--- src/rtl/cache_refill_ctrl.sv ---
// Write-port sequencer for the 4-bank line data array: merges CPU store-hit writes and
// 4-beat line refills onto one registered write port.
module cache_refill_ctrl #(
    parameter int INDEX_AW  = 8,
    parameter int OFFSET_AW = 4,
    parameter int DATA_W    = 32,
    parameter int BEATS     = 4
) (
    input  logic                 clk,
    input  logic                 rst,
    input  logic                 miss_req_i,
    input  logic [31:0]          miss_addr_i,
    output logic                 miss_ready_o,
    output logic                 mem_req_o,
    output logic [31:0]          mem_addr_o,
    input  logic                 mem_ack_i,
    input  logic                 mem_rvalid_i,
    input  logic [DATA_W-1:0]    mem_rdata_i,
    input  logic                 st_req_i,
    input  logic [INDEX_AW-1:0]  st_index_i,
    input  logic [OFFSET_AW-1:0] st_offset_i,
    input  logic [3:0]           st_be_i,
    input  logic [DATA_W-1:0]    st_data_i,
    output logic                 st_ack_o,
    output logic [INDEX_AW-1:0]  index_o,
    output logic [OFFSET_AW-1:0] offset_o,
    output logic [3:0]           wr_en_o,
    output logic [DATA_W-1:0]    wr_data_o,
    output logic                 refill_done_o,
    output logic [1:0]           fsm_state
);

    // Handshakes: a request is a level held by the requester; it is consumed in the
    // cycle where the matching ack/ready is high (miss_ready_o, st_ack_o, mem_ack_i).
    typedef enum logic [1:0] {
        IDLE = 2'd0,
        REQ  = 2'd1,
        FILL = 2'd2,
        DONE = 2'd3
    } state_t;

    state_t      state;
    state_t      state_nx;
    logic [31:0] line_addr;
    logic [1:0]  beat_cnt;
    logic        beat_fire;
    logic        last_beat;

    assign beat_fire  = (state == FILL) && mem_rvalid_i;
    assign last_beat  = (beat_cnt == 2'(BEATS - 1));
    assign mem_addr_o = line_addr;
    assign fsm_state  = state;

    always_ff @(posedge clk or posedge rst) begin
        if (rst) begin
            state <= IDLE;
        end else begin
            state <= state_nx;
        end
    end

    always_comb begin
        state_nx     = state;
        st_ack_o     = 1'b0;
        miss_ready_o = 1'b0;
        mem_req_o    = 1'b0;
        case (state)
            IDLE: begin
                // Stores take priority over a pending miss.
                st_ack_o     = st_req_i;
                miss_ready_o = miss_req_i & ~st_req_i;
                if (miss_req_i && !st_req_i) begin
                    state_nx = REQ;
                end
            end
            REQ: begin
                mem_req_o = 1'b1;
                if (mem_ack_i) begin
                    state_nx = FILL;
                end
            end
            FILL: begin
                if (beat_fire && last_beat) begin
                    state_nx = DONE;
                end
            end
            DONE: begin
                // DONE spans the bank-3 write cycle and the done-pulse cycle.
                if (refill_done_o) begin
                    state_nx = IDLE;
                end
            end
            default: state_nx = IDLE;
        endcase
    end

    always_ff @(posedge clk or posedge rst) begin
        if (rst) begin
            line_addr     <= '0;
            beat_cnt      <= '0;
            refill_done_o <= 1'b0;
        end else begin
            refill_done_o <= (state == DONE) && !refill_done_o;
            if (state == IDLE && miss_req_i && !st_req_i) begin
                line_addr <= miss_addr_i & ~32'hF;
            end
            if (state == REQ && mem_ack_i) begin
                beat_cnt <= '0;
            end else if (beat_fire) begin
                beat_cnt <= beat_cnt + 2'd1;
            end
        end
    end

    // Array write port: at most one write per cycle, one cycle after the accept.
    always_ff @(posedge clk or posedge rst) begin
        if (rst) begin
            index_o   <= '0;
            offset_o  <= '0;
            wr_en_o   <= '0;
            wr_data_o <= '0;
        end else begin
            wr_en_o <= '0;
            if (st_ack_o) begin
                index_o   <= st_index_i;
                offset_o  <= st_offset_i;
                wr_en_o   <= st_be_i;
                wr_data_o <= st_data_i;
            end else if (beat_fire) begin
                index_o   <= line_addr[OFFSET_AW +: INDEX_AW];
                offset_o  <= OFFSET_AW'({beat_cnt, 2'b00});
                wr_en_o   <= 4'hF;
                wr_data_o <= mem_rdata_i;
            end
        end
    end

endmodule

--- config.mk ---
export PLATFORM = sky130hd
export DESIGN_NAME = cache_refill_ctrl
export DESIGN_NICKNAME = d
export VERILOG_FILES = /design/src/rtl/cache_refill_ctrl.sv
export SDC_FILE = /design/constraint.sdc
export NUM_CORES = 1
export LEC_CHECK = 0
export ABC_AREA = 1
export CAP_MARGIN = 20
export CORE_ASPECT_RATIO = 0.6
export CORE_MARGIN = 2
export CORE_UTILIZATION = 41
export DETAILED_ROUTE_END_ITERATION = 6
export PLACE_DENSITY = 0.95
export RECOVER_POWER = 25
export SLEW_MARGIN = 0
export SYNTH_ARGS = -nofsm -noshare
export SYNTH_HDL_FRONTEND = slang
export SYNTH_SLANG_ARGS = --single-unit
--- constraint.sdc ---
create_clock -name clk -period 3.55 [get_ports clk]
set_input_delay 0.355 -clock clk [delete_from_list [all_inputs] [get_ports clk]]
set_output_delay 0.355 -clock clk [all_outputs]
set_load 0.005 [all_outputs]
==> impl_metrics.py <==
metrics = {
    "logic_synthesis": {
        "synth_adder_area_share": 0.0177,
        "ys_seq_area_frac": 0.575,
        "synth_ff_type": "dfrtp_1",
        "synth-simple-area-share": 0.238,
        "synth_area_leaders": "dfrtp_1, nand2_1, o21ai_0",
        "synth_cells": 413,
        "muxShareOfSynthArea": 0,
        "synth-xor-area-share": 0,
        "synth_cell_types": 22,
        "synth_top_family_by_area": "simple AND/OR/NAND/NOR gates",
        "async_reset_ff_frac": 1.00,
        "synth_top_area_frac": 0.575,
        "avgSynthCellArea_um2": 8.54,
        "synth_warnings": 0,
        "yosys_register_bits": 81,
        "synth_area_um2": 3530,
        "synth-edff-count": 0,
        "yosysTopAreaCell": "dfrtp_1",
        "synth-compound-area-share": 0.106,
    },
    "floorplan": {
        "die_h_um": 75.8,
        "initial_core_util": 0.418,
        "die_area_um2": 9380,
        "io_pins": 204,
        "die_width_um": 124,
        "design.core.area_um2": 8430,
        "fp-row-count": 26,
    },
    "power_and_ir_drop": {
        "switching_share": 0.334,
        "leakagePower_uw": 0.00264,
        "p_seq_frac": 0.351,
        "pwr-share-comb": 0.459,
        "switchingPower_uw": 1560,
        "internal_power_uw": 3100,
        "power_frac_clock": 0.190,
        "power.density_nw_per_um2": 804,
        "irDropWorstVdd_v": 0.000389,
        "p_total_uw": 4660,
    },
    "placement": {
        "gp_congestion": 0.748,
        "numPortBuffers": 195,
        "place_ws_ns": 1.23,
        "place_hpwl_mm": 7.95,
    },
    "drt": {
        "wl_met1_mm": 4.51,
        "dr_total_vias": 3473,
        "dr_wl_met3_um": 778,
        "ant_nets": 0,
        "top_layer_used": "met4",
        "met2_length_mm": 5.27,
        "via_per_inst": 4.84,
        "drc_errors": 0,
        "dr.pass1.iters": 4,
        "drt-initial-drc-count": 217,
        "avgRoutedWirePerCell_um": 14.9,
        "drt-total-wl_mm": 10.7,
    },
    "worst_hold_path": {
        "min_path_type": "reg -> reg",
    },
    "global_routing": {
        "grt_pass1_wl_mm": 16.0,
        "grt_overflow": 0,
        "grt_max_degree": 59,
        "grt_usage": 0.226,
        "grt_antenna_before_repair": 0,
        "grt_pass1_vias": 3303,
    },
    "timing": {
        "setup_viol": 0,
        "period_needed_ns": 2.54,
        "finalSetupTns_ns": 0,
        "finalCritPeriodShare": 0.716,
        "slew_violations": 0,
        "fin_worst_skew_ns": 0.00415,
        "slew_headroom": 0.122,
        "worst_pin_slew_ns": 1.32,
        "setup_ws_ns": 1.01,
        "clock.fmax_ghz": 0.393,
        "hold_violations": 0,
        "rsz0062_at_grt": "no",
    },
    "cts": {
        "clock_path_buffers": 2,
        "cts_root_buffer": "clkbuf_16",
        "numCtsBuffers": 9,
        "cts.sinks": 81,
        "htreeDepth": 3,
        "clk_pin_slew_ns": 0.06,
        "post-cts-setup-buffer-count": 0,
        "hold_buffers": 0,
        "clk_latency_ns": 0.32,
        "cts_resized": 0,
        "cts_tree": "built",
    },
    "setup_path": {
        "cp_max_fo": 29,
        "worstPathArrival_ns": 2.19,
        "critPathLaunchType": "flip-flop",
        "end_kind": "output port",
        "regToRegSetupSlack_ns": 1.34,
        "crit_type": "reg -> out",
        "worstPathRequired_ns": 3.19,
    },
    "flow_run": {
        "maxCapViolations": 0,
    },
    "outcome": {
        "outcome": "finished clean",
    },
    "cells_and_area": {
        "fin_nets": 725,
        "drive_above_1_share": 0.0462,
        "syn_to_final_growth_pct": 64.4,
        "n_antenna_cell": 0,
    },
}
path summary, 6_finish.rpt:
check                      depth (start not counted)            from             end
setup / recovery                                   5    fsm_state[0]    miss_ready_o
hold / removal                                     2  mem_addr_o[31]  mem_addr_o[31]
setup reg to reg                                   7    fsm_state[0]     offset_o[2]
hold reg to reg                                    2  mem_addr_o[31]  mem_addr_o[31]
max in group asynchronous                          4             rst    wr_data_o[2]
min in group asynchronous                          2             rst      index_o[6]
flip-flops by register name, indices dropped and copies added (netlist names):
name and cells:
index_o 8, beat_cnt 2, wr_en_o 4, offset_o 4
wr_data_o 32, fsm_state 2, mem_addr_o 28, refill_done_o 1
area by class of cell:
| cell class | count | area [um^2] |
|---|---|---|
| Clock buffer | 10 | 229 |
| Timing Repair Buffer | 200 | 2000 |
| Tap cell | 112 | 140 |
| Inverter | 14 | 53.8 |
| Fill cell | 615 | 2630 |
| Sequential cell | 81 | 2030 |
| Clock inverter | 5 | 56.3 |
| Multi-Input combinational cell | 296 | 1290 |
per-layer routing:
layer	vias up	global-route usage
li1	1687	-
met5	-	0
met1	1647	0.279
met3	12	0.0681
met4	0	0.0934
met2	127	0.379
power groups by stage:
stage	registers, uW	clock network (uW)	logic, uW
after global placement	1620	0	2060
final	1640	887	2140
after detailed placement	1650	0	2150
after floorplan	1660	0	880
after CTS	1640	913	2160
after global routing	1680	957	2370
kinds of logic (layout without fill, tap and decap cells):
logic type	Yosys count	count (layout)
compound gates	72	72
fa+ha+maj	5	5
flops	81	81
other cells	1	4
buf+inv	39	229
simple gates	215	215
stage by stage:
stage	instance area [um^2]	std cells	hold slack (ns)	util
floorplan	3540	416	0.465	-
global placement	5500	702	0.462	0.652
detailed placement	5500	702	0.466	0.652
CTS	5780	717	0.481	0.686
global route	5800	718	0.500	0.688
finish	5800	718	0.479	0.688
Yosys cell counts, drive strengths merged (3+ instances only):
master and number:
a21oi 33, buf 22, clkbuf 3, dfrtp 81
ha 5, inv 14, nand2 168, nand3 10
nor2 34, o21ai 34
cell usage in the layout, fill, tap and decap left out, types with 2 or more instances in the layout:
cell | synthesis | final
a21oi_1 | 33 | 33
a22o_1 | 2 | 2
buf_4 | 12 | 3
clkbuf_1 | 2 | 2
clkbuf_16 | 0 | 9
clkdlybuf4s50_1 | 0 | 194
clkinv_2 | 0 | 2
conb_1 | 1 | 4
dfrtp_1 | 81 | 81
ha_1 | 5 | 5
inv_1 | 9 | 8
inv_2 | 5 | 5
nand2_1 | 165 | 165
nand2_2 | 2 | 2
nand3_1 | 10 | 10
nand4_1 | 2 | 2
nor2_1 | 34 | 34
o21ai_0 | 34 | 34
o21bai_1 | 2 | 2
worst max-delay path: stages, from the launching register on:
cell and delay (ns):
dfrtp_1 0.42, inv_1 0.11, ha_1 0.23, nand3_1 0.13, inv_2 0.38, clkdlybuf4s50_1 0.59
No activity file was read; power rests on OpenSTA's default activity.
